<file path="src/rtl/stopwatch_counter_pkg.sv">
// Shared types and widths for the stopwatch counter.
package stopwatch_pkg;
  localparam int BCD_W   = 4;
  localparam int PRESC_W = 7;

  typedef enum logic [1:0] {
    IDLE    = 2'd0,
    RUNNING = 2'd1,
    PAUSED  = 2'd2,
    DONE    = 2'd3
  } sw_state_e;

  typedef struct packed {
    logic [BCD_W-1:0] tens;
    logic [BCD_W-1:0] ones;
  } bcd_pair_t;
endpackage

</file>
<file path="src/rtl/stopwatch_counter_if.sv">
// Control pulses in, display digits and status out.
interface stopwatch_counter_if;
    logic                              start;
    logic                              stop;
    logic                              clear;
    logic                              lap;
    logic [stopwatch_pkg::BCD_W-1:0]   seconds_ones;
    logic [stopwatch_pkg::BCD_W-1:0]   seconds_tens;
    logic [stopwatch_pkg::PRESC_W-1:0] prescale_count;
    logic                              running;
    logic                              done;
    logic [stopwatch_pkg::BCD_W-1:0]   lap_ones;
    logic [stopwatch_pkg::BCD_W-1:0]   lap_tens;
    logic                              lap_valid;

    modport master (
        output start, stop, clear, lap,
        input  seconds_ones, seconds_tens, prescale_count, running, done,
               lap_ones, lap_tens, lap_valid
    );
    modport slave (
        input  start, stop, clear, lap,
        output seconds_ones, seconds_tens, prescale_count, running, done,
               lap_ones, lap_tens, lap_valid
    );
endinterface

</file>
<file path="src/rtl/stopwatch_counter_digit.sv">
// One BCD decade: counts 0..9 on inc, wraps with carry.
module bcd_digit_counter
    import stopwatch_pkg::*;
(
    input  logic             clk,
    input  logic             reset,
    input  logic             clr,
    input  logic             inc,
    output logic [BCD_W-1:0] q,
    output logic             carry
);
    assign carry = inc & (q == BCD_W'(9));

    always_ff @(posedge clk or posedge reset) begin
        if (reset)    q <= '0;
        else if (clr) q <= '0;
        else if (inc) q <= carry ? '0 : q + BCD_W'(1);
    end
endmodule

</file>
<file path="src/rtl/stopwatch_counter.sv">
// Up-counting BCD stopwatch: prescaler, run/pause/done FSM, saturation and lap capture.
module stopwatch_counter
    import stopwatch_pkg::*;
#(
    parameter int PRESCALE = 51,
    parameter int MAX_TENS = 9,
    parameter int MAX_ONES = 9
) (
    input  logic                clk,
    input  logic                reset,
    stopwatch_counter_if.slave  sw
);
    localparam int STAGES = 1;

    sw_state_e          state, nstate;
    logic [PRESC_W-1:0] presc;
    logic [BCD_W-1:0]   ones, tens, nxt_o, nxt_t;
    logic               carry_o, carry_t;
    logic               tick, hit, cap;
    bcd_pair_t          lap_q;
    logic [STAGES:0]    vld_pipe;

    // stop and clear both pre-empt the advance on the edge they arrive
    assign tick = (state == RUNNING) && !sw.clear && !sw.stop &&
                  (presc == PRESC_W'(PRESCALE - 1));
    assign cap  = sw.lap && !sw.clear && (state != IDLE);

    bcd_digit_counter u_ones (
        .clk(clk), .reset(reset), .clr(sw.clear), .inc(tick),
        .q(ones), .carry(carry_o)
    );
    bcd_digit_counter u_tens (
        .clk(clk), .reset(reset), .clr(sw.clear), .inc(carry_o),
        .q(tens), .carry(carry_t)
    );

    // compare the post-tick value so DONE lands on the same edge as the limit
    always_comb begin
        nxt_o = carry_o ? '0 : ones + BCD_W'(1);
        nxt_t = carry_o ? (carry_t ? '0 : tens + BCD_W'(1)) : tens;
        hit   = tick && (nxt_t == BCD_W'(MAX_TENS)) && (nxt_o == BCD_W'(MAX_ONES));
    end

    always_ff @(posedge clk or posedge reset) begin
        if (reset) state <= IDLE;
        else       state <= nstate;
    end

    always_comb begin
        nstate = state;
        if (sw.clear) nstate = IDLE;
        else begin
            case (state)
                IDLE:    if (sw.start) nstate = RUNNING;
                RUNNING: if (sw.stop)  nstate = PAUSED;
                         else if (hit) nstate = DONE;
                PAUSED:  if (sw.start) nstate = RUNNING;
                default: nstate = state;
            endcase
        end
    end

    always_ff @(posedge clk or posedge reset) begin
        if (reset)         presc <= '0;
        else if (sw.clear) presc <= '0;
        else if (state == RUNNING && !sw.stop)
            presc <= tick ? '0 : presc + PRESC_W'(1);
    end

    always_ff @(posedge clk or posedge reset) begin
        if (reset) begin
            lap_q    <= '0;
            vld_pipe <= '0;
        end else if (sw.clear) begin
            lap_q    <= '0;
            vld_pipe <= '0;
        end else begin
            if (cap) lap_q <= '{tens: tens, ones: ones};
            vld_pipe <= {vld_pipe[STAGES-1:0], cap};
        end
    end

    assign sw.seconds_ones   = ones;
    assign sw.seconds_tens   = tens;
    assign sw.prescale_count = presc;
    assign sw.running        = (state == RUNNING);
    assign sw.done           = (state == DONE);
    assign sw.lap_ones       = lap_q.ones;
    assign sw.lap_tens       = lap_q.tens;
    assign sw.lap_valid      = vld_pipe[STAGES];
endmodule

</file>
<file path="src/flat_wrapper.sv">
// flat-port wrapper written by rule: the top's interface ports become plain ports
module stopwatch_counter_flat import stopwatch_pkg::*;
#(
    parameter int PRESCALE = 51,
    parameter int MAX_TENS = 9,
    parameter int MAX_ONES = 9
)
  (clk, reset, sw_start, sw_stop, sw_clear, sw_lap, sw_seconds_ones, sw_seconds_tens, sw_prescale_count, sw_running, sw_done, sw_lap_ones, sw_lap_tens, sw_lap_valid);
  stopwatch_counter_if sw_i ();
  input  logic clk;
  input  logic reset;
  input wire logic [$bits(sw_i.start)-1:0] sw_start;
  input wire logic [$bits(sw_i.stop)-1:0] sw_stop;
  input wire logic [$bits(sw_i.clear)-1:0] sw_clear;
  input wire logic [$bits(sw_i.lap)-1:0] sw_lap;
  output wire logic [$bits(sw_i.seconds_ones)-1:0] sw_seconds_ones;
  output wire logic [$bits(sw_i.seconds_tens)-1:0] sw_seconds_tens;
  output wire logic [$bits(sw_i.prescale_count)-1:0] sw_prescale_count;
  output wire logic [$bits(sw_i.running)-1:0] sw_running;
  output wire logic [$bits(sw_i.done)-1:0] sw_done;
  output wire logic [$bits(sw_i.lap_ones)-1:0] sw_lap_ones;
  output wire logic [$bits(sw_i.lap_tens)-1:0] sw_lap_tens;
  output wire logic [$bits(sw_i.lap_valid)-1:0] sw_lap_valid;
  assign sw_i.start = sw_start;
  assign sw_i.stop = sw_stop;
  assign sw_i.clear = sw_clear;
  assign sw_i.lap = sw_lap;
  assign sw_seconds_ones = sw_i.seconds_ones;
  assign sw_seconds_tens = sw_i.seconds_tens;
  assign sw_prescale_count = sw_i.prescale_count;
  assign sw_running = sw_i.running;
  assign sw_done = sw_i.done;
  assign sw_lap_ones = sw_i.lap_ones;
  assign sw_lap_tens = sw_i.lap_tens;
  assign sw_lap_valid = sw_i.lap_valid;
  stopwatch_counter #(.PRESCALE(PRESCALE), .MAX_TENS(MAX_TENS), .MAX_ONES(MAX_ONES)) u_core (.clk(clk), .reset(reset), .sw(sw_i));
endmodule
</file>
<file path="config.mk">
export PLATFORM = sky130hd
export DESIGN_NAME = stopwatch_counter_flat
export DESIGN_NICKNAME = d
export VERILOG_FILES = /design/src/rtl/stopwatch_counter_pkg.sv /design/src/rtl/stopwatch_counter_if.sv /design/src/rtl/stopwatch_counter_digit.sv /design/src/rtl/stopwatch_counter.sv /design/src/flat_wrapper.sv
export SDC_FILE = /design/constraint.sdc
export NUM_CORES = 1
export LEC_CHECK = 0
export CORE_MARGIN = 2
export CORE_UTILIZATION = 49
export CTS_CLUSTER_SIZE = 8
export DETAILED_ROUTE_END_ITERATION = 16
export PLACE_DENSITY = 0.86
export SLEW_MARGIN = 30
export SYNTH_ARGS = -nofsm -noshare
export SYNTH_HDL_FRONTEND = slang
export SYNTH_SLANG_ARGS = --single-unit
</file>
<file path="constraint.sdc">
create_clock -name clk -period 2.5 [get_ports clk]
set_input_delay 0.5 -clock clk [delete_from_list [all_inputs] [get_ports clk]]
set_output_delay 0.5 -clock clk [all_outputs]
set_load 0.02 [all_outputs]
</file>
After elaboration in Yosys (flattened, before gate mapping) --
Cells that the tools add are included.
Storage, ports and cells: register bits after elaboration 27, output and inout port bits 26
Cells by class: $add $sub $neg 3, equality and inequality tests 10, mux-type cells 17, bitwise logic cells 2, reduce and logical (&&, ||, !) cells 18
Operators with widths (count):
- $mux W4 | 6
- $mux W7 | 3
- $eq A4 B4 Y1 const B | 4
- $mux W8 | 2
- $mux W2 | 5
- $add A4 B1 Y4 const B | 2
- $logic_and A1 B1 Y1 | 8
- $reduce_bool A2 Y1 | 4
- $add A7 B1 Y7 const B | 1
- $eq A7 B6 Y1 const B | 1
- $eq A2 B2 Y1 const B | 2
- $ne A4 B3 Y1 const B | 1
- $pmux W2 S2 | 1
- $ne A3 B1 Y1 const B | 1
- $reduce_and A3 Y1 | 1
- $reduce_bool A3 Y1 | 1
- $and A1 B1 Y1 | 2
- $eq A2 B1 Y1 const B | 1
- $logic_not A1 Y1 | 2
- $logic_not A2 Y1 | 1
- $reduce_or A2 Y1 | 1

Logic depth before layout (Yosys ltp) --
word-level depth 15, mapped depth 8, gate-level depth less buffers 7

By module --
From an unflattened synthesis, not the netlist that was laid out.
Second synthesis, totals: cells, all modules 148, area total of the unflattened synthesis 1443.9 sq um
By module, submodules not included:
- stopwatch_counter | instances 1, cells each 94, area an instance 953.4 sq um, seq. area each 475.5 sq um
- bcd_digit_counter | instances 2, cells each 27, area an instance 245.2 sq um, seq. area each 100.1 sq um

Worst setup path before layout --
No wires, ideal clock.
path type reg2reg, from register u_core.presc[0] (netlist: u_core.sw.prescale_count[0]), to register u_core.state[1], library setup time 0.120 ns, arrival time 2.220 ns, data required time 2.380 ns, slack 0.159 ns, stages on the path, launching flop included 8, buffers on the path 0, clock period less this slack 2.341 ns, path through dfrtp_1 > inv_1 > ha_1 > or4b_1 > or4_1 > mux2i_1 > and2b_1 > a41o_1
Between the ends: word-level cells in the longest chain between the ends 11
Ends and longest elaborated chain:
- start, declared | RTL line stopwatch_counter.sv:16 | logic [PRESC_W-1:0] presc;
- start signal, assigned | RTL line stopwatch_counter.sv:67 | presc <= tick ? '0 : presc + PRESC_W'(1);
- $eq A7 B6 Y1 * | RTL line stopwatch_counter.sv:25 | (presc == PRESC_W'(PRESCALE - 1));
- $logic_and A1 B1 Y1 * | RTL line stopwatch_counter.sv:24 | assign tick = (state == RUNNING) && !sw.clear && !sw.stop &&
- $and A1 B1 Y1 (2 in series) | RTL line stopwatch_counter_digit.sv:12 | assign carry = inc & (q == BCD_W'(9));
- $mux W4 (2 in series) | RTL line stopwatch_counter.sv:40 | nxt_t = carry_o ? (carry_t ? '0 : tens + BCD_W'(1)) : tens;
- $eq A4 B4 Y1 | RTL line stopwatch_counter.sv:41 | hit = tick && (nxt_t == BCD_W'(MAX_TENS)) && (nxt_o == BCD_W'(MAX_ONES));
- $logic_and A1 B1 Y1 | RTL line stopwatch_counter.sv:41
- $logic_and A1 B1 Y1 * | RTL line stopwatch_counter.sv:41
- $ne A4 B3 Y1 (no line) *
- $reduce_and A3 Y1 (no line) *
- end signal, assigned | RTL line stopwatch_counter.sv:46 | else state <= nstate;
- end, declared | RTL line stopwatch_counter.sv:15 | sw_state_e state, nstate;
Mark *: on every way between the ends. The rest lies on a longest branch, timed or not. A chain may end at the register's enable or synchronous reset.

Final worst setup path --
from input sw_stop, to register u_core.state[1]
Between the ends: word-level cells in the longest chain between the ends 12
Ends and longest elaborated chain:
- start, declared | RTL line flat_wrapper.sv:13 | input wire logic [$bits(sw_i.stop)-1:0] sw_stop;
- $logic_not A1 Y1 | RTL line stopwatch_counter.sv:24
- $logic_and A1 B1 Y1 (2 in series) | RTL line stopwatch_counter.sv:24
- $and A1 B1 Y1 (2 in series) | RTL line stopwatch_counter_digit.sv:12
- $mux W4 (2 in series) | RTL line stopwatch_counter.sv:40
- $eq A4 B4 Y1 | RTL line stopwatch_counter.sv:41
- $logic_and A1 B1 Y1 (2 in series) | RTL line stopwatch_counter.sv:41
- $ne A4 B3 Y1 (no line)
- $reduce_and A3 Y1 (no line)
Parallel ways exist; a longest one is shown, timed or not.

==> results by group <==
Clock tree
  • Clk sink count: 27
  • Root Buffer: clkbuf_4
  • CTS resizes: 0
  • Setup bufs post-CTS: 0
  • Num CTS Buffers: 3
  • Bufs on Longest Clock Path: 2
  • Clk Latency, worst-skew pair: 0.34 ns
  • Clk slew on worst S/H paths: ~0.15 ns
  • CTS tree: built
  • Hold buffer count at cts: 0
  • CTS H-tree depth: 1

Die
  • Core area: 2760 um^2
  • Vert. Die Dim: between 50 and 60 um
  • Cell Rows: 19
  • # IOs: 32
  • Starting Density: roughly half
  • Die width: ~58 um
  • Die Area: 3330 um^2

Logic synthesis
  • Synth area leader: dfrtp_1
  • Most common cell in the netlist: dfrtp_1
  • Ranking of synthesized cells by area: dfrtp_1, mux2i_1, nor2_1
  • Post-synth top area share: between 40% and 50%
  • Synthesized area: around 1400 um^2
  • Synth Warn #: 0
  • Post-synth EDFFs: 0
  • Sequential area share after synthesis: between 40 and 50%
  • Post-synthesis register bit count: 27
  • Synth unique cells: 40
  • Synth top cells by count: dfrtp_1, nor2_1, mux2i_1
  • Syn_nets: 153
  • Synth Flop Type: dfrtp_1
  • Mean Syn Cell Area: 10.1 um^2
  • Share of synthesized registers carrying an async set or reset: 100%
  • Cells after Synth: 140

Global routing
  • GRT busiest layer: met2
  • Grt ovf: 0
  • Total GRT Usage: between 20 and 25%
  • Met2 global-route usage: approximately 31%
  • Largest net degree at the start of global routing: 28
  • Initial antenna violation count: 0
  • M1 GR Usage: 28.2%
  • First-pass GRT wire length: about 5.2 mm
  • Vias in the first global route: roughly 1100
  • Met3 Usage GRT: roughly 2.7%

Setup path
  • Critical Path RT: 2.75 ns
  • CP arrival: 2.61 ns
  • Crit path max fanout: 4
  • Setup CP Type: primary input to flop
  • CP Capture Type: flop
  • Worst setup SP type: primary input

Drt
  • Iteration-0 DRC Markers: 20
  • DR vias: roughly 1200
  • Drt total wl: between 3 and 4 mm
  • Avg Vias per Cell: around 5.6
  • WL per Instance: approximately 15 um
  • Post-route DRC: 0
  • Antenna violation net count after detailed routing: 0
  • 1st-pass router iterations: 4

STA
  • Fin crit period: 2.36 ns
  • Max Fclk: about 420 MHz
  • Final hold violation count: 0
  • Final setup fails: 0
  • Slew Viols, Final: 0
  • Slew margin rel.: around three quarters
  • Slew @ Worst Pin: 0.357 ns
  • Final period utilization: between 90% and 100%
  • RSZ-0062 raised after global routing: false
  • Layout Skew: 0.00847 ns

Power
  • Total power: around 0.71 mW
  • Cell leakage power: between 0.8 and 0.9 nW
  • VDD IR max: between 0.3 and 0.4 mV
  • P per Cell Area: 385 nW/um^2

Placed design
  • GPL Wtd Cong: 0.880
  • Cells after DPL: about 210
  • Post-DP HPWL: ~2.2 mm
  • PortBufs: 31

Outcome
  • Status: finished, final reports clean

Min path
  • Worst hold path class: primary input to asynchronous set/reset pin

Final layout
  • Share of post-route cells with drive strength above 1: roughly an eighth
  • Nets: about 190
  • Area grow syn2layout: 30.8%
  • Register Area: roughly 680 um^2
  • Area used by multi-input combinational logic: between 600 and 700 um^2
  • N_diodes: 0
  • # fillers: around 220
  • Post-Layout Cell Count: roughly 210

Flow run
  • Max-cap violation count: 0
## kinds of logic (layout without fill, tap and decap cells)
family / after synthesis / in the layout / synth area share [%]
AOI/OAI and AO/OA: 21 / 21 / 10.2
xor gates and xnor gates: 6 / 6 / 3.72
adders and majority gates: 7 / 7 / 6.21
buffers and inverters: 12 / 52 / 3.72
DFF: 27 / 27 / 47.9
muxes: 9 / 9 / 6.38
and+or+nand+nor: 58 / 58 / 21.9
## power breakdown
group          switching [mW]  internal, mW
Sequential            0.00594         0.441
Clock                   0.132        0.0628
Combinational          0.0381        0.0310
Total                   0.176         0.535
## state kept, by name, summed over array words and instances (netlist names)
register                  cells
u_core.state                  2
u_core.sw.lap_ones            4
u_core.sw.lap_tens            4
u_core.sw.prescale_count      7
u_core.u_ones.q               4
u_core.u_tens.q               4
u_core.vld_pipe               2
## routing by layer
layer	wire length (um)	vias up	part of all wire [%]
li1	-	568	-
met1	1400	588	45
met2	1570	25	50
met3	74	9	2.4
met4	88	0	2.8
met5	0	-	0
## final cells by class
cell class / count / area share (%)
clock buffers: 4 / 1.42
flip-flops and latches: 27 / 36.6
repair buffers: 41 / 20.9
multi-input cells: 101 / 37.6
well taps: 31 / 2.10
inverters: 7 / 1.42
## worst max-delay path, stage by stage
cell and delay (ns):
clkdlybuf4s50_1 0.42, or4b_4 0.57, or4_1 0.55, mux2i_1 0.16, and2b_1 0.18, a41o_1 0.22
## path summary, 6_finish.rpt
check	from	slack, ns	endpoint	cells past startpoint
max	sw_stop	0.14	u_core.state[1]	6
min	reset	0.51	u_core.sw.prescale_count[6]	3
max reg2reg	u_core.sw.prescale_count[0]	0.16	u_core.state[1]	7
min reg2reg	u_core.vld_pipe[0]	0.52	u_core.vld_pipe[1]	1
max in group asynchronous	reset	1.73	u_core.sw.lap_ones[1]	3
min in group clk	u_core.vld_pipe[0]	0.52	u_core.vld_pipe[1]	1
## cells in the final DEF, fill, tap and decap left out, drive strengths merged, types with 2 or more instances in the layout
master         instances
nand3                  2
clkdlybuf4s50         31
buf                   10
mux2i                  9
nand2b                 2
nand4                  2
nand2                  7
clkbuf                 4
a31o                   2
xor2                   4
a21oi                  6
o21ai                  4
inv                    7
xnor2                  2
or4                    2
o31ai                  3
nor2b                  2
or4b                   2
dfrtp                 27
o22ai                  2
ha                     7
or2                    3
nor2                  24
nor3                   2
## metrics by stage
step | hold WS, ns | utilization [%] | setup TNS [ns] | setup WS [ns] | cell area (um^2)
after floorplan | 0.439 | - | 0 | 0.159 | 1410
after global placement | 0.449 | 65.6 | -0.343 | -0.163 | 1810
after detailed placement | 0.476 | 65.6 | -0.583 | -0.229 | 1810
after CTS | 0.508 | 66.6 | 0 | 0.0890 | 1840
after global routing | 0.535 | 66.9 | 0 | 0.0451 | 1850
final | 0.506 | 66.9 | 0 | 0.136 | 1850
Note: power is estimated with default switching activity, not from simulation.
==> RTL change 1, RTL diff (same settings) <==
The 4 states of `sw_state_e` get a one-hot encoding in 4 bits.
--- a/src/rtl/stopwatch_counter_pkg.sv
+++ b/src/rtl/stopwatch_counter_pkg.sv
@@ -3,11 +3,11 @@
   localparam int BCD_W   = 4;
   localparam int PRESC_W = 7;
 
-  typedef enum logic [1:0] {
-    IDLE    = 2'd0,
-    RUNNING = 2'd1,
-    PAUSED  = 2'd2,
-    DONE    = 2'd3
+  typedef enum logic [3:0] {
+    IDLE    = 4'b0001,
+    RUNNING = 4'b0010,
+    PAUSED  = 4'b0100,
+    DONE    = 4'b1000
   } sw_state_e;
 
   typedef struct packed {
Behaviour: same outputs for any inputs over 10 cycles, from zero or initial values and one cycle with reset high; not proved beyond that.
==> RTL change 1 against the unedited design <==
Sequential power up 8.5%; sequential cell count rose by 2; non-clock buffer count is 5 lower; via count is 18% higher; die area increased by 15%; design area rose by 12%; area after synthesis is 16% higher; total power up 17%; wire length is 13% higher; worst setup slack better by 0.092 ns; count of clock-buffer cells in the layout increased by 2; cell count up 23%; critical path type is now flip-flop to primary output; largest power group unchanged.
==> RTL change 1: results (changes against the unedited design) <==
- Worst r2r dst: u_core.state[1]$_DFFE_PP0P_
- Share of layout cells above drive strength 1: 0.09722 (-0.03611)
- Ys Warns: 0 (unchanged)
- FILL cells: 276 (+28%)
- Final Instance Area: 2069 µm² (+12%)
- CP peak stage delay: 0.59 ns (+0.02 ns)
- Antenna Cells: 0 (unchanged)
- Sequential fraction of the synthesis area: 0.4442 (-0.03453)
- Dominant synthesized flop cell: dfrtp_1
- Cts repair resizes: 1 (+1)
- Clock Skews: 0.01122 ns (+0.002749 ns)
- Wire per inst: 13.55 µm (-8.7%)
- Leakage: 0.0009118 µW (+9.4%)
- Initial detailed-routing violation count: 106 (+430%)
- Antenna violations before repair: 0 (unchanged)
- Post-DP HPWL: 2443 µm (+9.0%)
- Global-route wire length before repair: 5664 µm (+8.0%)
- Mapped Nets: 191 (+25%)
- CTS H-tree lvls: 2 (+1)
- Worst Setup SP: u_core.state[1]$_DFFE_PP0P_
- Num CTS Buffers: 5 (+2)
- Vias in the first global route: 1,212 (+5.7%)
- Placer Congestion: 0.8830 (+0.31%)
- TritonRoute pass-1 iters: 4 (unchanged)
- Reg2Reg Depth: 5 (-2)
- Cell count after synthesis: 179 (+28%)
- Fmax: 440.2 MHz (+4.1%)
- Status: finished, final reports clean
- Placed Area: 2019 µm² (+12%)
- Worst R2R Setup Slack: 0.39 ns (+0.23 ns)
- Top cells by area, synth: dfrtp_1 (43%), nor2_1 (7.3%), mux2i_1 (6.1%)
- Post-CTS setup buffer count: 0 (unchanged)
- Reg clk slew, reported paths: 0.09 ns (-0.06 ns)
- # placed instances: 252 (+22%)
- Async SR Flop Fraction: 1.000 (unchanged)
- Finished Layout Cells: 260 (+23%)
- Crit path max-delay family: buffers and inverters
- Worst min path class: flip-flop to flip-flop
- Largest net degree at the start of global routing: 30 (+7.1%)
- DRC Markers: 0 (unchanged)
- Overall Global Routing Usage: 0.2104 (+0.005615)
- Least-Margin Pin Slew: 0.3751 ns (+0.01850 ns)
- Netlist cell types: 40 (unchanged)
- Peak VDD IR: 305.1 µV (-20%)
- Most common library cells after synthesis: nor2_1 (32), dfrtp_1 (28), a21oi_1 (16)
- WP data arrival: 1.77 ns (-0.84 ns)
- Critical Path End: sw_done
- Clock latency at the later pin of the worst-skew pair: between 0.3 and 0.4 ns
- Slowest-stage cell, CP: clkdlybuf4s50_1
- Maximum clock path buffer count: 2 (unchanged)
- Root buffer cell: clkbuf_4
- Port Buffer Count: 31 (unchanged)
- Nets: 227 (+17%)
- Worst r2r src: u_core.state[3]$_DFFE_PP0P_
- CP Max Fanout: 6 (+2)
- Via count: 1,410 (+18%)
- Pre-CTS WS: 0.3037 ns (+0.5327 ns)
-- RTL change 1: final cells by class --
cell class | count | area share
clock buffer | 6 | 0.01995
clock inverter | 2 | 0.004837
inverter | 8 | 0.01451
multi-input combinational | 135 | 0.4154
sequential | 29 | 0.3513
tap | 44 | 0.02660
timing repair buffer | 36 | 0.1675
-- RTL change 1: worst min-delay path by stage --
stage	startpoint	to	slack [ns]
after floorplan	u_core.vld_pipe[0]$_DFF_PP0_	u_core.vld_pipe[1]$_DFF_PP0_	0.44
after global placement	u_core.vld_pipe[0]$_DFF_PP0_	u_core.vld_pipe[1]$_DFF_PP0_	0.45
after detailed placement	u_core.vld_pipe[0]$_DFF_PP0_	u_core.vld_pipe[1]$_DFF_PP0_	0.46
after CTS	u_core.vld_pipe[0]$_DFF_PP0_	u_core.vld_pipe[1]$_DFF_PP0_	0.49
after global routing	u_core.vld_pipe[0]$_DFF_PP0_	u_core.vld_pipe[1]$_DFF_PP0_	0.51
final	u_core.vld_pipe[0]$_DFF_PP0_	u_core.vld_pipe[1]$_DFF_PP0_	0.49
-- RTL change 1: layer usage --
metal / global-route usage / vias up / routed length, µm
met5: 0 / - / 0
met4: 0.08815 / 0 / 57
met3: 0.06211 / 6 / 160
met2: 0.3023 / 38 / 1611
met1: 0.2977 / 659 / 1695
li1: - / 707 / -
-- RTL change 1: cell families (layout without fill, tap and decap cells) --
logic type / count (synthesis) / count (layout) / synth area share
adders and majority gates: 6 / 6 / 0.04587
AOI/OAI and AO/OA: 39 / 39 / 0.1636
buffers and inverters: 15 / 52 / 0.03517
muxes: 11 / 11 / 0.06804
DFF: 29 / 29 / 0.4442
and+or+nand+nor: 79 / 79 / 0.2431
-- RTL change 1: where the power goes --
part	internal [µW]	switching, µW
Combinational	33.4	47.5
Sequential	476	8.72
Clock	107	156
==> RTL change 2, RTL diff (same settings) <==
Without the edit above. `PRESC_W`: 7 -> 9.
--- a/src/rtl/stopwatch_counter_pkg.sv
+++ b/src/rtl/stopwatch_counter_pkg.sv
@@ -1,7 +1,7 @@
 // Shared types and widths for the stopwatch counter.
 package stopwatch_pkg;
   localparam int BCD_W   = 4;
-  localparam int PRESC_W = 7;
+  localparam int PRESC_W = 9;
 
   typedef enum logic [1:0] {
     IDLE    = 2'd0,
Interface: changed (resized sw_prescale_count); port bits go from 32 to 34. No check against the original RTL was run, so the function may have changed too.
==> RTL change 2 against the unedited design <==
Die area up 7.5%; cell count up 9.5%; worst setup slack worse by 0.011 ns; non-clock buffer count unchanged; design area up 7.2%; wire length up 5.8%; area after synthesis up 8.1%; sequential cell count up 2; total power up 13%; sequential power up 6.9%; highest routed layer unchanged.
==> RTL change 2: results (changes against the unedited design) <==
- WP data arrival: 2.63 ns (+0.02 ns)
- Netlist cell types: 36 (-10%)
- Max_slew headroom: 0.5892 (-0.1706)
- Status: finished, final reports clean
- Antenna Cells: 0 (unchanged)
- Peak VDD IR: 315.5 µV (-17%)
- CP peak stage delay: around 0.58 ns
- Share of layout cells above drive strength 1: 0.08586 (-0.04747)
- Mapped Nets: 169 (+10%)
- Crit path max-delay family: simple AND/OR/NAND/NOR gates
- Placed Area: 1922 µm² (+6.2%)
- Adder-Cell Fraction of Synth Area: 0.05742 (-0.004633)
- Internal power: 611.0 µW (+14%)
- CTS H-tree lvls: 2 (+1)
- Ys Warns: 0 (unchanged)
- Fin crit period: 2.375 ns (+0.01069 ns)
- Maximum clock path buffer count: 2 (unchanged)
- XOR/XNOR Fraction of Synth Area: 0.04594 (+0.008705)
- Clock latency at the later pin of the worst-skew pair: 0.32 ns (-0.02 ns)
- Overall Global Routing Usage: 0.2104 (+0.005657)
- Antenna violations before repair: 0 (unchanged)
- Sequential fraction of the synthesis area: 0.4758 (-0.002924)
- Initial detailed-routing violation count: 30 (+50%)
- Worst min path class: flip-flop to flip-flop
- Max reg flops: 9 (+2)
- Reg clk slew, reported paths: 0.09 ns (-0.06 ns)
- Final wirelength: 3313 µm (+5.8%)
- Most common library cells after synthesis: dfrtp_1 (29), nor2_1 (17), inv_1 (11)
- Post-synthesis mux area share: 0.05332 (-0.01051)
- Via count: 1,271 (+6.8%)
- Post-CTS setup buffer count: 0 (unchanged)
- Vias in the first global route: 1,202 (+4.8%)
- Num CTS Buffers: 5 (+2)
- Global-route wire length before repair: 5526 µm (+5.4%)
- TritonRoute pass-1 iters: 4 (unchanged)
- Slowest-stage cell, CP: or4_4
- Compound-Gate Fraction of Synth Area: 0.1050 (+0.003054)
- Port Buffer Count: 33 (+6.5%)
- Placer Congestion: 0.8096 (-8.0%)
- Power Density: 407.4 nW/µm² (+5.7%)
- Largest net degree at the start of global routing: 30 (+7.1%)
- Clock Skews: 0.005741 ns (-0.002732 ns)
- FILL cells: 259 (+20%)
- Top cells by area, synth: dfrtp_1 (48%), ha_1 (5.7%), mux2i_1 (4.6%)
- Nets: 210 (+8.2%)
- CP Max Fanout: 7 (+3)
- Async SR Flop Fraction: 1.000 (unchanged)
- Post-DP HPWL: 2430 µm (+8.4%)
- Leakage: 0.0009154 µW (+9.8%)
RTL change 2: metrics by stage:
step / instances / hold WS (ns) / setup slack [ns] / setup TNS, ns / power [µW]
floorplan: 156 / 0.4385 / 0.1386 / 0 / 525.2
global placement: 223 / 0.4505 / -0.2006 / -0.5833 / 550.0
detailed placement: 223 / 0.4852 / -0.2647 / -0.7891 / 552.0
CTS: 231 / 0.5025 / 0.03461 / 0 / 814.0
global route: 231 / 0.5227 / 0.04776 / 0 / 851.8
finish: 231 / 0.4994 / 0.1253 / 0 / 805.8
RTL change 2: worst reg2reg max path, delay by kind of cell, from the launching register on:
kind / cells / cell delay (ns)
flops: 1 / 0.44
simple gates: 3 / 1.43
buf+inv: 1 / 0.13
fa+ha+maj: 1 / 0.14
compound gates: 1 / 0.16
RTL change 2: power groups by stage:
stage | registers (µW) | logic [µW] | clock network (µW)
floorplan | 488 | 37.2 | 0
global placement | 487 | 62.9 | 0
detailed placement | 487 | 64.5 | 0
CTS | 478 | 65.0 | 271
global route | 479 | 70.5 | 302
finish | 478 | 64.3 | 263
RTL change 2: cell families after synthesis:
| family | Yosys count |
|---|---|
| simple gates | 60 |
| buf+inv | 18 |
| mux | 8 |
| flops | 29 |
| fa+ha+maj | 7 |
| compound gates | 26 |
| xor+xnor | 8 |
RTL change 2: repair_timing:
item | in CTS | in global routing
setup endpoints to repair | 0 | 3
resized for setup | 0 | 1
endpoints found under the hold margin | 0 | 0
RTL change 2: final timing paths:
check / startpoint / to / slack, ns / cells past startpoint
worst max-delay path: u_core.sw.prescale_count[0]$_DFFE_PP0P_ / u_core.u_tens.q[0]$_DFF_PP0_ / 0.13 / 6
worst min-delay path: u_core.vld_pipe[0]$_DFF_PP0_ / u_core.vld_pipe[1]$_DFF_PP0_ / 0.50 / 1
worst max register to register: u_core.sw.prescale_count[0]$_DFFE_PP0P_ / u_core.u_tens.q[0]$_DFF_PP0_ / 0.13 / 6
worst min register to register: u_core.vld_pipe[0]$_DFF_PP0_ / u_core.vld_pipe[1]$_DFF_PP0_ / 0.50 / 1
max in group asynchronous: reset / u_core.u_ones.q[1]$_DFFE_PP0P_ / 1.69 / 3
min in group asynchronous: reset / u_core.u_tens.q[0]$_DFF_PP0_ / 0.54 / 3
RTL change 2: cell type report:
class	instances	area share
multi-input combinational	109	0.3694
sequential	29	0.3669
timing repair buffer	41	0.1973
clock buffer	8	0.02467
inverter	11	0.02087
tap	33	0.02087
RTL change 2: routing by layer:
layer	GRT usage	vias up	part of all wire
met5	0	-	0
met4	0.07937	0	0.015
met3	0.06494	6	0.056
met2	0.3634	38	0.50
met1	0.2424	601	0.43
li1	-	626	-
